[config.mk]
export PLATFORM = sky130hd
export DESIGN_NAME = change_dispenser
export DESIGN_NICKNAME = d
export VERILOG_FILES = /design/src/rtl/ticket_pkg.sv /design/src/rtl/hs_channel.sv /design/src/rtl/change_dispenser.sv
export SDC_FILE = /design/constraint.sdc
export NUM_CORES = 1
export LEC_CHECK = 0
export BUFFER_PORTS_ARGS = -buffer_cell sky130_fd_sc_hd__buf_2
export CAP_MARGIN = 30
export CORE_MARGIN = 8
export CORE_UTILIZATION = 35
export DETAILED_ROUTE_END_ITERATION = 10
export GPL_ROUTABILITY_DRIVEN = 0
export PLACE_DENSITY = 0.55
export SYNTH_ARGS = -nofsm -noshare
export SYNTH_HDL_FRONTEND = slang
export SYNTH_SLANG_ARGS = --single-unit
[constraint.sdc]
create_clock -name CLK -period 3.12 [get_ports CLK]
set_input_delay 0.624 -clock CLK [delete_from_list [all_inputs] [get_ports CLK]]
set_output_delay 0.624 -clock CLK [all_outputs]
set_load 0.005 [all_outputs]
[src/rtl/ticket_pkg.sv]
// Shared types and constants for the change dispenser: FSM states, handshake
// phases, hopper denomination codes and the slot helpers used for sequencing.
package ticket_pkg;

  typedef enum logic [2:0] {
    ST_IDLE,
    ST_LOAD,
    ST_TKT,
    ST_C10,
    ST_C5,
    ST_C1,
    ST_FIN,
    ST_FAULT
  } state_t;

  typedef enum logic [1:0] {
    PH_IDLE,
    PH_HI,
    PH_LO
  } phase_t;

  localparam logic [1:0] SEL_NONE = 2'b00;
  localparam logic [1:0] SEL_1    = 2'b01;
  localparam logic [1:0] SEL_5    = 2'b10;
  localparam logic [1:0] SEL_10   = 2'b11;

  localparam int BCD_W   = 4;
  localparam int MAX_QTY = 3;
  localparam int N_SLOT  = 4;

  localparam logic [BCD_W-1:0] BCD_MAX  = 4'd9;
  localparam logic [BCD_W-1:0] BCD_FIVE = 4'd5;

  // Dispensing slots in issue order: 0=ticket, 1=ten, 2=five, 3=one.
  function automatic state_t slot_state(int s);
    case (s)
      0:       return ST_TKT;
      1:       return ST_C10;
      2:       return ST_C5;
      default: return ST_C1;
    endcase
  endfunction

  function automatic int state_slot(state_t st);
    case (st)
      ST_C10:  return 1;
      ST_C5:   return 2;
      ST_C1:   return 3;
      default: return 0;
    endcase
  endfunction

  function automatic state_t first_pending(logic [N_SLOT-1:0] nz);
    state_t st;
    st = ST_FIN;
    for (int i = N_SLOT - 1; i >= 0; i--) begin
      if (nz[i]) st = slot_state(i);
    end
    return st;
  endfunction

  function automatic logic [1:0] state_sel(state_t st);
    case (st)
      ST_C10:  return SEL_10;
      ST_C5:   return SEL_5;
      ST_C1:   return SEL_1;
      default: return SEL_NONE;
    endcase
  endfunction

endpackage

[src/rtl/hs_channel.sv]
// One four-phase req/ack engine: waits for ack high, then ack low, with a
// per-phase timeout. The owner routes ack in and req out.
module hs_channel
  import ticket_pkg::*;
#(
  parameter int ACK_TIMEOUT = 255
) (
  input  logic clk,
  input  logic rst,
  input  logic go,
  input  logic ack,
  output logic accept,
  output logic done,
  output logic timeout
);

  localparam int TW = $clog2(ACK_TIMEOUT + 1);

  phase_t          phase_reg;
  logic   [TW-1:0] timer_reg;
  logic            stalled;

  always_comb begin
    accept  = (phase_reg == PH_HI) && ack;
    done    = (phase_reg == PH_LO) && !ack;
    stalled = ((phase_reg == PH_HI) && !ack) || ((phase_reg == PH_LO) && ack);
    timeout = stalled && (timer_reg == TW'(ACK_TIMEOUT - 1));
  end

  // done and go may coincide: the next item starts on the same edge.
  always_ff @(posedge clk or posedge rst) begin
    if (rst) begin
      phase_reg <= PH_IDLE;
      timer_reg <= '0;
    end else begin
      case (phase_reg)
        PH_IDLE: begin
          timer_reg <= '0;
          if (go) phase_reg <= PH_HI;
        end
        PH_HI: begin
          if (accept) begin
            phase_reg <= PH_LO;
            timer_reg <= '0;
          end else if (timeout) begin
            phase_reg <= PH_IDLE;
            timer_reg <= '0;
          end else begin
            timer_reg <= timer_reg + TW'(1);
          end
        end
        PH_LO: begin
          if (done) begin
            phase_reg <= go ? PH_HI : PH_IDLE;
            timer_reg <= '0;
          end else if (timeout) begin
            phase_reg <= PH_IDLE;
            timer_reg <= '0;
          end else begin
            timer_reg <= timer_reg + TW'(1);
          end
        end
        default: begin
          phase_reg <= PH_IDLE;
          timer_reg <= '0;
        end
      endcase
    end
  end

endmodule

[src/rtl/change_dispenser.sv]
// Turns a completed sale into ticket prints and 10/5/1 coin hand-outs through
// a single shared handshake engine; reports busy, done and a sticky fault.
module change_dispenser
  import ticket_pkg::*;
#(
  parameter int ACK_TIMEOUT = 255,
  parameter int CNT_W       = 4
) (
  input  logic       CLK,
  input  logic       RD,
  input  logic       START,
  input  logic [7:0] REST_IN,
  input  logic [1:0] QUA_IN,
  output logic       TKT_REQ,
  input  logic       TKT_ACK,
  output logic       HOP_REQ,
  output logic [1:0] HOP_SEL,
  input  logic       HOP_ACK,
  output logic       BUSY,
  output logic       DONE,
  output logic       FAULT
);

  state_t state_reg, state_next;

  logic [7:0] rest_reg;
  logic [1:0] qua_reg;

  logic [N_SLOT-1:0][CNT_W-1:0] cnt_reg;
  logic [N_SLOT-1:0][CNT_W-1:0] load_cnt;
  logic [N_SLOT-1:0]            nz;

  logic [BCD_W-1:0] tens, units;
  logic             bcd_bad, has_five, load_en, dispensing;
  int               cur_slot;

  logic go, ch_ack, ch_accept, ch_done, ch_timeout;

  logic       tkt_req_reg, hop_req_reg, busy_reg, done_reg, fault_reg;
  logic       tkt_req_next, hop_req_next, busy_next, done_next, fault_next;
  logic [1:0] hop_sel_reg, hop_sel_next;

  always_comb begin
    tens     = rest_reg[7:4];
    units    = rest_reg[3:0];
    bcd_bad  = (tens > BCD_MAX) || (units > BCD_MAX);
    has_five = (units >= BCD_FIVE);
    load_cnt[0] = CNT_W'(qua_reg);
    load_cnt[1] = CNT_W'(tens);
    load_cnt[2] = CNT_W'(has_five);
    load_cnt[3] = CNT_W'(has_five ? units - BCD_FIVE : units);
    load_en     = (state_reg == ST_LOAD) && !bcd_bad;
    dispensing  = (state_reg == ST_TKT) || (state_reg == ST_C10) ||
                  (state_reg == ST_C5)  || (state_reg == ST_C1);
    cur_slot    = state_slot(state_reg);
  end

  always_comb begin
    ch_ack = 1'b0;
    if (state_reg == ST_TKT) ch_ack = TKT_ACK;
    else if (dispensing)     ch_ack = HOP_ACK;
  end

  hs_channel #(
    .ACK_TIMEOUT(ACK_TIMEOUT)
  ) u_channel (
    .clk    (CLK),
    .rst    (RD),
    .go     (go),
    .ack    (ch_ack),
    .accept (ch_accept),
    .done   (ch_done),
    .timeout(ch_timeout)
  );

  always_ff @(posedge CLK or posedge RD) begin
    if (RD) begin
      rest_reg <= '0;
      qua_reg  <= '0;
    end else if ((state_reg == ST_IDLE) && START) begin
      rest_reg <= REST_IN;
      qua_reg  <= QUA_IN;
    end
  end

  for (genvar gi = 0; gi < N_SLOT; gi++) begin : g_cnt
    always_ff @(posedge CLK or posedge RD) begin
      if (RD)
        cnt_reg[gi] <= '0;
      else if (load_en)
        cnt_reg[gi] <= load_cnt[gi];
      else if (ch_done && (cur_slot == gi))
        cnt_reg[gi] <= cnt_reg[gi] - CNT_W'(1);
    end
  end

  always_ff @(posedge CLK or posedge RD) begin
    if (RD) begin
      state_reg   <= ST_IDLE;
      tkt_req_reg <= 1'b0;
      hop_req_reg <= 1'b0;
      hop_sel_reg <= SEL_NONE;
      busy_reg    <= 1'b0;
      done_reg    <= 1'b0;
      fault_reg   <= 1'b0;
    end else begin
      state_reg   <= state_next;
      tkt_req_reg <= tkt_req_next;
      hop_req_reg <= hop_req_next;
      hop_sel_reg <= hop_sel_next;
      busy_reg    <= busy_next;
      done_reg    <= done_next;
      fault_reg   <= fault_next;
    end
  end

  // Pending mask covers only the current slot (if more remain) and later ones.
  always_comb begin
    state_next = state_reg;
    go         = 1'b0;
    nz         = '0;
    case (state_reg)
      ST_IDLE: if (START) state_next = ST_LOAD;
      ST_LOAD: begin
        if (bcd_bad) begin
          state_next = ST_FAULT;
        end else begin
          for (int i = 0; i < N_SLOT; i++) nz[i] = (load_cnt[i] != '0);
          state_next = first_pending(nz);
          go         = (state_next != ST_FIN);
        end
      end
      ST_TKT, ST_C10, ST_C5, ST_C1: begin
        if (ch_timeout) begin
          state_next = ST_FAULT;
        end else if (ch_done) begin
          for (int i = 0; i < N_SLOT; i++) begin
            if (i > cur_slot)       nz[i] = (cnt_reg[i] != '0);
            else if (i == cur_slot) nz[i] = (cnt_reg[i] > CNT_W'(1));
          end
          state_next = first_pending(nz);
          go         = (state_next != ST_FIN);
        end
      end
      ST_FIN:   state_next = ST_IDLE;
      ST_FAULT: state_next = ST_FAULT;
      default:  state_next = ST_IDLE;
    endcase
  end

  always_comb begin
    tkt_req_next = tkt_req_reg;
    hop_req_next = hop_req_reg;
    hop_sel_next = hop_sel_reg;
    if (go) begin
      tkt_req_next = (state_next == ST_TKT);
      hop_req_next = (state_next != ST_TKT);
      hop_sel_next = state_sel(state_next);
    end else if (ch_accept || ch_timeout) begin
      tkt_req_next = 1'b0;
      hop_req_next = 1'b0;
      hop_sel_next = SEL_NONE;
    end
    busy_next  = (state_next != ST_IDLE) && (state_next != ST_FAULT);
    done_next  = (state_next == ST_FIN);
    fault_next = (state_next == ST_FAULT);
  end

  assign TKT_REQ = tkt_req_reg;
  assign HOP_REQ = hop_req_reg;
  assign HOP_SEL = hop_sel_reg;
  assign BUSY    = busy_reg;
  assign DONE    = done_reg;
  assign FAULT   = fault_reg;

endmodule
After elaboration in Yosys (flattened, before gate mapping) --
Index checks and enable logic that the tools add are counted.
Cells by class: add/sub/neg operators 6, $lt $le $gt $ge 11, equality and inequality tests 27, mux-type cells 70, reduce and logical (&&, ||, !) cells 37
Operators by type and width (number):
- $eq 3x32->1 const A | 2
- $eq 32x3->1 const B | 2
- $gt 3x32->1 const A | 2
- $mux 3 | 15
- $mux 4 | 9
- $eq 2x32->1 const A | 1
- $eq 32x2->1 const B | 1
- $gt 1x32->1 const A | 1
- $gt 2x32->1 const A | 1
- $logic_not 32->1 | 1
- $mux 1 | 29
- $reduce_bool 4->1 | 7
- $eq 3x3->1 const B | 8
- $mux 8 | 3
- $pmux 2 s3 | 3
- $gt 4x1->1 const B | 4
- $mux 2 | 8
- $pmux 8 s2 | 1
- $sub 4x1->4 const B | 4
- $pmux 3 s5 | 1
- $eq 3x2->1 const B | 4
- $logic_and 1x1->1 | 12
- $reduce_bool 2->1 | 5
- $ne 3x3->1 const B | 3
- other kinds (17) | 24
Storage, ports and cells: register bits after elaboration 46, input bits 15, output and inout bits 7, word-level logic and storage cells 166

Depth between registers and ports, before layout --
Gate-level depths: netlist (run 1).
depth in word-level cells 26, gate-level depth with buffers 11, gate-level depth less buffers 9

Modules after synthesis --
Synthesis (run 1) repeated with hierarchy kept, for this count alone.
Unflattened totals: cells, all modules 315, area, all modules 2935.3 µm²
By module, submodules not included:
- change_dispenser | times used 1, cells each 254, area each 2339.7 µm², sequential area each 900.9 µm²
- hs_channel | times used 1, cells each 61, area each 595.6 µm², sequential area each 250.2 µm²

Worst setup path before layout (run 1) --
No wires, ideal clock.
path type reg-to-reg, from reg state_reg[1], to reg cnt_reg[7] (netlist bit), setup time 0.125 ns, data arrival time 2.423 ns, data required time 2.995 ns, path slack 0.573 ns, cell stages (with the launch flop) 11, buffers on the path 2, period minus slack after synthesis 2.547 ns, path through dfrtp_1 -> buf_2 -> inv_1 -> ha_1 -> and2b_1 -> a211o_1 -> buf_6 -> nor3b_2 -> nand2_1 -> xnor2_1 -> mux2_2
On the way: cells in the longest elaborated chain, start to end 10, elaborated cells on any way between the ends 18, those cells by class 6 x eq/ne; 4 x mux; 8 x reduce/logical
RTL lines:
- start, declared | line change_dispenser.sv:24 | state_t state_reg, state_next;
- start signal, assigned | line change_dispenser.sv:107 | state_reg <= state_next;
- parallel branches: the longest is 10 deep, another holds $eq 32x2->1
- end signal, assigned by index | line change_dispenser.sv:91 | cnt_reg[gi] <= load_cnt[gi];
- end signal, assigned by index | line change_dispenser.sv:93 | cnt_reg[gi] <= cnt_reg[gi] - CNT_W'(1);
- end, declared | line change_dispenser.sv:29 | logic [N_SLOT-1:0][CNT_W-1:0] cnt_reg;
Parallel ways; which one is timed is not known. A chain may end at the register's enable or synchronous reset.

Worst setup path after layout (run 1) --
from reg state_reg[2], to reg tkt_req_reg (netlist: TKT_REQ)
On the way: cells in the longest elaborated chain, start to end 20, elaborated cells on any way between the ends 69, those cells by class 4 x order compare; 12 x eq/ne; 38 x mux; 15 x reduce/logical
RTL lines:
- parallel branches: the longest is 17 deep, another holds $gt 3x32->1
- $pmux 3 s5 (*) | line change_dispenser.sv:122 | case (state_reg)
- named net state_next[0] | line change_dispenser.sv:24
- $eq 3x2->1 (*) | line change_dispenser.sv:156 | tkt_req_next = (state_next == ST_TKT);
- $mux 1 (*) | line change_dispenser.sv:155 | if (go) begin
- end signal, assigned | line change_dispenser.sv:108 | tkt_req_reg <= tkt_req_next;
- end, declared | line change_dispenser.sv:39 | logic tkt_req_reg, hop_req_reg, busy_reg, done_reg, fault_reg;
Mark *: on every way through the listed nets, which the timed path passes. The select of a mux whose other input is x is not followed.

==> flow_summary.ini, run 1 <==
[floorplan]
core_area_sq_um = 8220
row_count = 33
start_util_pct = 35.9
pin_count = 22
dieArea_sq_um = 11600
die_y_microns = 108
die_w_microns = 108

[final_layout]
multi_input_area_sq_um = 1670
areaGrowthSynthToFinish_pct = 11.1
seq_area_sq_um = 1150
largest_register_ffs = 16
num_antenna_cells = 0
layout-drive-gt1-share_pct = 20.5
final_area_sq_um = 3280
fillers = 819
nets = 369

[pwr]
leakage_nw = 1.41
ir_drop_uv = 227
powerDensity_nw_per_um2 = 321

[setup_path]
reg2reg_slack_ns = 0.38
cp.required_ns = 3.32
crit_type = flip-flop to flip-flop
critPathLaunchType = flip-flop
crit_arrival_ns = 2.94
worst-path-max-fanout = 8
crit_path_end_kind = flip-flop

[clocking]
clockBufferDepth = 2
cts_setup_buffers = 0
clock_sinks = 46
clk_pin_slew_ns = 0.09
clk_latency_ns = 0.30
numCtsBuffers = 5
htreeDepth = 2
cts_tree = built
clockRootBuffer = clkbuf_8
ctsHoldBuffers = 0
ctsResizeCount = 0

[flow_run]
maxCapViolCount = 0

[drt]
drt-initial-drc-count = 91
drtPass1Iterations = 4
avgViaCountPerCell = 5.13
vias = 2264
wl_per_cell_microns = 14.0
drc = 0
wl_microns = 6180
antenna_left = 0

[synth]
synth_edf_count = 0
synthesis.area_sq_um = 2950
ys_ff_latch = 46
synth_top_area_share_pct = 39.0
synth_fp_nets = 344
yosys-top-cells-area = dfrtp_1, ha_1, nand2_1, nor2_1, xnor2_1
seq_area_frac_synth_pct = 39.0
synthFlopType = dfrtp_1
avgSynthCellArea_sq_um = 9.53
synth_top_area_cell = dfrtp_1
ys_warn_count = 0
async_flop_share_pct = 100
syn_inst = 310
synth_cell_types = 66

[placed_design]
preCtsSetupSlack_ns = 0.461
port_buffers = 21
postPlaceCellArea_sq_um = 3190
hpwl_microns = 4680

[global_route]
antenna_found_initial = 0
grt_pass1_wl_microns = 10800
grt_max_degree = 27
gr-total-overflow = 0
first_global_vias = 2281
grtUsageTotal_pct = 11.5

[timing]
timing_hold_violations_final = 0
layout_setup_ws_ns = 0.378
period_minus_slack_ns = 2.74
slew_headroom_pct = 61.9
fmax_ghz = 0.365
timing.final.crit_share_pct = 87.9
slew_viol_final = 0
rsz0062_at_grt = no
worst_pin_slew_ns = 0.566
finalSetupTns_ns = 0
fin_skew_ns = 0.00826
setup_violations = 0

[worst_hold_path]
hold_class = input pin to asynchronous set/reset pin

[outcome]
status = finished clean
## Yosys cell counts (3+ instances only)
| master | n |
|---|---|
| o211ai_1 | 3 |
| nand2b_1 | 4 |
| clkbuf_1 | 3 |
| o32ai_1 | 3 |
| buf_6 | 4 |
| a21o_1 | 3 |
| dfrtp_1 | 46 |
| nand2_1 | 36 |
| nor3_1 | 9 |
| ha_1 | 19 |
| o21ai_0 | 20 |
| nand3b_1 | 3 |
| nand3_1 | 10 |
| nor4_1 | 3 |
| inv_1 | 19 |
| a21oi_1 | 10 |
| mux2_2 | 8 |
| nor2_1 | 29 |
| xnor2_1 | 12 |
| xor2_1 | 8 |
## power breakdown
part	total (W)	internal, W	leakage (nW)	switching (W)
combinational	0.0000561	0.0000225	0.800	0.0000336
sequential	0.000611	0.000603	0.562	0.00000796
clock	0.000388	0.000178	0.0472	0.000210
## cells by family (layout without fill, tap and decap cells)
family	count (synthesis)	count (layout)	synth area share (%)
muxes	10	10	3.73
xor gates and xnor gates	20	20	5.93
AOI/OAI and AO/OA	66	66	17.2
and+or+nand+nor	121	121	21.4
DFF	46	46	39.0
buffers and inverters	28	54	4.66
adders and majority gates	19	19	8.05
## final cells by class
| class | count | share of cell area, % |
|---|---|---|
| clock inverters | 2 | 0.381 |
| repair buffers | 27 | 4.96 |
| well taps | 105 | 4.00 |
| clock buffers | 6 | 2.52 |
| multi-input cells | 236 | 50.9 |
| flip-flops and latches | 46 | 35.1 |
| inverters | 19 | 2.17 |
## per-layer routing
| layer | part of all wire, % | track usage, % | wire length, microns |
|---|---|---|---|
| met1 | 49 | 14.6 | 3050 |
| met5 | 0 | 0 | 0 |
| met4 | 3.0 | 5.65 | 185 |
| met3 | 2.8 | 2.28 | 174 |
| met2 | 45 | 18.0 | 2770 |
## worst max-delay path: stages, from the launching register on
cell and delay [ns]:
dfrtp_1 0.45, ha_1 0.45, nor2b_1 0.27, nand2_2 0.14, a31oi_1 0.40, o32ai_1 0.20, a22oi_2 0.43, nor3_2 0.08
a31o_2 0.22
## cell usage in the layout (no fill, tap or decap), drive strengths merged, types with 4 or more instances in the layout
cell type and n:
nand2 38, a21oi 11, nor3 10, dfrtp 46, inv 19, xor2 8
mux2 8, o21ai 23, xnor2 12, nand2b 4, nand3 10, clkbuf 6
ha 19, buf 27, nor2 30
## metrics by stage
| stage | hold slack, ns | utilization [%] | power [W] | instances |
|---|---|---|---|---|
| floorplan | 0.455 | - | 0.000655 | 310 |
| detailed placement | 0.493 | 38.8 | 0.000680 | 433 |
| finish | 0.333 | 39.9 | 0.00106 | 441 |
| CTS | 0.343 | 39.9 | 0.00107 | 441 |
| global placement | 0.480 | 38.5 | 0.000677 | 432 |
| global route | 0.372 | 39.9 | 0.00111 | 441 |
## worst paths after layout
path / startpoint / end / depth (start not counted)
worst max-delay path: state_reg[2]$_DFF_PP0_ / TKT_REQ$_DFFE_PP0P_ / 8
worst min-delay path: RD / FAULT$_DFF_PP0_ / 2
worst max register to register: state_reg[2]$_DFF_PP0_ / TKT_REQ$_DFFE_PP0P_ / 8
worst min register to register: u_channel.timer_reg[0]$_DFF_PP0_ / u_channel.timer_reg[0]$_DFF_PP0_ / 1
max in group asynchronous: RD / cnt_reg[8]$_DFFE_PP0P_ / 3
min in group CLK: u_channel.timer_reg[0]$_DFF_PP0_ / u_channel.timer_reg[0]$_DFF_PP0_ / 1
Power figures use the tool's default switching activity.
==> inputs of run 2 (changes only) <==
--- a/config.mk
+++ b/config.mk
@@ -12,6 +12,7 @@
 export DETAILED_ROUTE_END_ITERATION = 10
 export GPL_ROUTABILITY_DRIVEN = 0
 export PLACE_DENSITY = 0.55
+export RECOVER_POWER = 25
 export SYNTH_ARGS = -nofsm -noshare
 export SYNTH_HDL_FRONTEND = slang
 export SYNTH_SLANG_ARGS = --single-unit
==> run 2 against run 1 <==
First-iteration DRC count unchanged. Clock power is essentially flat. Via count unchanged. Combinational power decreased by 5.2%. Sequential share of layout area up 0.17 points. Hold slack improved by 0.13 ns. Fmax about the same. Die area unchanged. Setup slack hardly changed. Critical path type unchanged. Highest routed layer unchanged.
==> flow_summary.ini, run 2 (synthesis results as in run 1) <==
[outcome]
status = finished clean

[floorplan]
die_y_microns = 108
dieArea_sq_um = 11600
pin_count = 22
row_count = 33
start_util_pct = 35.9
die_w_microns = 108
core_area_sq_um = 8220

[drt]
wl_microns = 6180
drt-initial-drc-count = 91
vias = 2264
antenna_left = 0
drtPass1Iterations = 4
wl_per_cell_microns = 14.0
avgViaCountPerCell = 5.13
drc = 0

[global_route]
grt_max_degree = 27
grt_pass1_wl_microns = 10800
gr-total-overflow = 0
grtUsageTotal_pct = 11.5
antenna_found_initial = 0
first_global_vias = 2281

[placed_design]
port_buffers = 21
hpwl_microns = 4680

[timing]
slew_headroom_pct = 5.40
holdWs_ns = 0.463
timing_hold_violations_final = 0
rsz0062_at_grt = no
period_minus_slack_ns = 2.74
finalSetupTns_ns = 0
slew_viol_final = 0
worst_pin_slew_ns = 1.42
fmax_ghz = 0.365
timing.final.crit_share_pct = 87.9
setup_violations = 0
fin_skew_ns = 0.00848

[final_layout]
final_common_cell = dfrtp_1
largest_register_ffs = 16
layout-drive-gt1-share_pct = 19.9
num_antenna_cells = 0
fillers = 822
layout_common_cells = dfrtp_1, nand2_1, nor2_1
areaGrowthSynthToFinish_pct = 10.6
nets = 369

[clocking]
ctsResizeCount = 0
clock_sinks = 46
clockRootBuffer = clkbuf_8
clk_latency_ns = 0.30
cts_tree = built
ctsHoldBuffers = 0
cts_setup_buffers = 0
htreeDepth = 2
clk_pin_slew_ns = 0.09
clockBufferDepth = 2
numCtsBuffers = 5

[setup_path]
critPathLaunchType = flip-flop
cp_slowest_stage_delay_ns = 0.45
worst-path-max-fanout = 8
critPathSlowestCell = dfrtp_1
crit_family = compound AO/OA/AOI/OAI gates
cp.required_ns = 3.32
crit_arrival_ns = 2.94
worst-path-buf-inv = 0
path_cells = ha_1 -> nor2b_1 -> nand2_2 -> a31oi_1 -> o32ai_1 -> a22oi_2 -> nor3_2 -> a31o_2
crit_type = flip-flop to flip-flop
crit_path_end_kind = flip-flop

[pwr]
ir_drop_uv = 227
powerDensity_nw_per_um2 = 322
leakage_nw = 1.40

[flow_run]
maxCapViolCount = 0

[worst_hold_path]
hold_class = input pin to asynchronous set/reset pin
run 2: area by class of cell:
cell class                      instances  area [sq um]  area share [%]
Clock buffer                            6          82.6            2.53
Sequential cell                        46          1150            35.2
Timing Repair Buffer                   27           146            4.48
Multi-Input combinational cell        236          1670            51.1
Tap cell                              105           131            4.02
Clock inverter                          2          12.5           0.383
Inverter                               19          71.3            2.18
run 2: through the flow:
step	setup WS, ns	std cells	cell area (sq um)	power [W]	utilization [%]
finish	0.378	441	3270	0.00105	39.7
global route	0.210	441	3270	0.00110	39.7
CTS	0.420	441	3280	0.00107	39.9
detailed placement	0.461	433	3190	0.000680	38.8
global placement	0.497	432	3170	0.000677	38.5
floorplan	0.573	310	2950	0.000655	-
run 2: final timing paths:
check,startpoint,end,slack (ns),cells past startpoint
max,state_reg[2]$_DFF_PP0_,TKT_REQ$_DFFE_PP0P_,0.38,8
min,RD,FAULT$_DFF_PP0_,0.46,2
max reg2reg,state_reg[2]$_DFF_PP0_,TKT_REQ$_DFFE_PP0P_,0.38,8
min reg2reg,u_channel.timer_reg[0]$_DFF_PP0_,u_channel.timer_reg[0]$_DFF_PP0_,0.50,1
max in group asynchronous,RD,cnt_reg[8]$_DFFE_PP0P_,0.89,3
min in group CLK,u_channel.timer_reg[0]$_DFF_PP0_,u_channel.timer_reg[0]$_DFF_PP0_,0.50,1
run 2: report_power, final:
part	leakage [nW]	switching, W	total (W)	internal, W
clock network	0.0472	0.000210	0.000388	0.000178
registers	0.562	0.00000795	0.000611	0.000603
logic	0.793	0.0000331	0.0000532	0.0000201
run 2: per-layer routing:
metal  vias to the layer above  wire length [microns]  GRT usage (%)
li1                       1142                      -              -
met1                      1080                   3050           14.6
met2                        30                   2770           18.0
met3                        12                    174           2.28
met4                         0                    185           5.65
met5                         -                      0              0
run 2: worst register-to-register path: stages, from the launching register on:
cell     delay (ns)
dfrtp_1        0.45
ha_1           0.45
nor2b_1        0.27
nand2_2        0.15
a31oi_1        0.40
o32ai_1        0.20
a22oi_2        0.43
nor3_2         0.08
a31o_2         0.22
==> inputs of run 3 (changes only) <==
--- a/config.mk
+++ b/config.mk
@@ -9,6 +9,7 @@
 export CAP_MARGIN = 30
 export CORE_MARGIN = 8
 export CORE_UTILIZATION = 35
+export CTS_BUF_LIST = sky130_fd_sc_hd__clkbuf_16
 export DETAILED_ROUTE_END_ITERATION = 10
 export GPL_ROUTABILITY_DRIVEN = 0
 export PLACE_DENSITY = 0.55
==> run 3 against run 2 <==
Wire length increased by 0.76%. Combinational power about the same. Critical path depth unchanged. First-iteration DRC count increased by 12%. Largest power group unchanged. Clock power increased by 33%. Clock-buffer cell count decreased by 1. Setup slack improved by 0.023 ns. Sequential cell count unchanged. Via count increased by 0.13%. Non-clock buffer count unchanged. Sequential power about the same. Design area increased by 1.4%.
==> flow_summary.ini, run 3 (synthesis results as in run 1) <==
[clocking]
clock_sinks = 46
cts_setup_buffers = 0
ctsResizeCount = 0
clockRootBuffer = clkbuf_16
clk_pin_slew_ns = 0.06
clk_latency_ns = 0.28
ctsHoldBuffers = 0
cts_tree = built
htreeDepth = 2
clockBufferDepth = 2
numCtsBuffers = 5

[global_route]
grt_pass1_wl_microns = 10800
antenna_found_initial = 0
grtUsageTotal_pct = 11.3
gr-total-overflow = 0
first_global_vias = 2262
grt_max_degree = 27

[floorplan]
die_y_microns = 108
core_area_sq_um = 8220
dieArea_sq_um = 11600
row_count = 33
die_w_microns = 108
pin_count = 22
start_util_pct = 35.9

[final_layout]
largest_register_ffs = 16
nets = 369
stdcell_count = 441
layout-drive-gt1-share_pct = 19.6
num_antenna_cells = 0
final_common_cell = dfrtp_1
layout_common_cells = dfrtp_1, nand2_1, nor2_1
areaGrowthSynthToFinish_pct = 12.2

[timing]
period_minus_slack_ns = 2.72
setup_violations = 0
worst_pin_slew_ns = 1.43
timing_hold_violations_final = 0
fmax_ghz = 0.368
slew_viol_final = 0
rsz0062_at_grt = no
slew_headroom_pct = 4.35
finalSetupTns_ns = 0
timing.final.crit_share_pct = 87.1
holdWs_ns = 0.496
fin_skew_ns = 0.00701
layout_setup_ws_ns = 0.402

[setup_path]
cp.required_ns = 3.29
crit_arrival_ns = 2.89
reg2reg_to = TKT_REQ$_DFFE_PP0P_
path_cells = ha_1 -> nor2b_1 -> nand2_2 -> a31oi_1 -> o32ai_1 -> a22oi_2 -> nor3_2 -> a31o_2
critPathSlowestCell = ha_1
r2r-start = state_reg[2]$_DFF_PP0_
cp_slowest_stage_delay_ns = 0.45
ff2ff_path_depth = 8
critPathLaunchType = flip-flop
crit_type = flip-flop to flip-flop
worst-path-max-fanout = 8
crit_path_end_kind = flip-flop
reg2reg_slack_ns = 0.40

[placed_design]
port_buffers = 21
dp.cells = 433
preCtsSetupSlack_ns = 0.461
hpwl_microns = 4680

[pwr]
ir_drop_uv = 213
leakage_nw = 1.42
finalPower_w = 0.00118
powerDensity_nw_per_um2 = 356

[drt]
drc = 0
drt-initial-drc-count = 102
avgViaCountPerCell = 5.14
antenna_left = 0
drtPass1Iterations = 4
wl_per_cell_microns = 14.1
wl_microns = 6230
vias = 2267

[worst_hold_path]
hold_class = input pin to asynchronous set/reset pin

[outcome]
status = finished clean

[flow_run]
maxCapViolCount = 0
-- run 3: worst max-delay path by stage --
stage	from	to	slack (ns)	cells after the start
3_3_place_gp	state_reg[2]$_DFF_PP0_	TKT_REQ$_DFFE_PP0P_	0.50	8
5_1_grt	state_reg[2]$_DFF_PP0_	TKT_REQ$_DFFE_PP0P_	0.21	8
2_1_floorplan	state_reg[1]$_DFF_PP0_	cnt_reg[7]$_DFFE_PP0P_	0.57	10
3_5_place_dp	state_reg[2]$_DFF_PP0_	HOP_REQ$_DFFE_PP0P_	0.46	7
4_1_cts	state_reg[2]$_DFF_PP0_	TKT_REQ$_DFFE_PP0P_	0.42	8
6_report	state_reg[2]$_DFF_PP0_	TKT_REQ$_DFFE_PP0P_	0.40	8
-- run 3: where the power goes --
part	switching, W	total [W]	leakage, nW	internal (W)
clock	0.000222	0.000515	0.0672	0.000293
sequential	0.00000800	0.000612	0.562	0.000604
combinational	0.0000334	0.0000535	0.793	0.0000201
total	0.000264	0.00118	1.42	0.000916
-- run 3: per-layer routing --
layer,vias up,track usage (%),share of wire (%)
met5,-,0,0
met4,0,4.36,1.9
met3,8,2.10,2.8
met2,37,18.2,45
met1,1082,14.7,50
li1,1140,-,-
-- run 3: cell type report --
| class | count | area (sq um) |
|---|---|---|
| flip-flops and latches | 46 | 1150 |
| inverters | 19 | 71.3 |
| clock inverters | 3 | 16.3 |
| well taps | 105 | 131 |
| repair buffers | 27 | 146 |
| multi-input cells | 236 | 1670 |
| fillers | 818 | 4900 |
| clock buffers | 5 | 125 |
-- run 3: worst max-delay path: cells and delay by family (launching register included) --
| family | cells | cell delay, ns |
|---|---|---|
| AO/OA/AOI/OAI | 4 | 1.23 |
| adder cells (fa/ha/maj) | 1 | 0.45 |
| flip-flops | 1 | 0.44 |
| AND/OR/NAND/NOR | 3 | 0.50 |
-- run 3: metrics by stage --
step	utilization, %	cell area (sq um)
finish	40.3	3310
global route	40.3	3310
global placement	38.5	3170
CTS	40.5	3330
floorplan	-	2950
detailed placement	38.8	3190
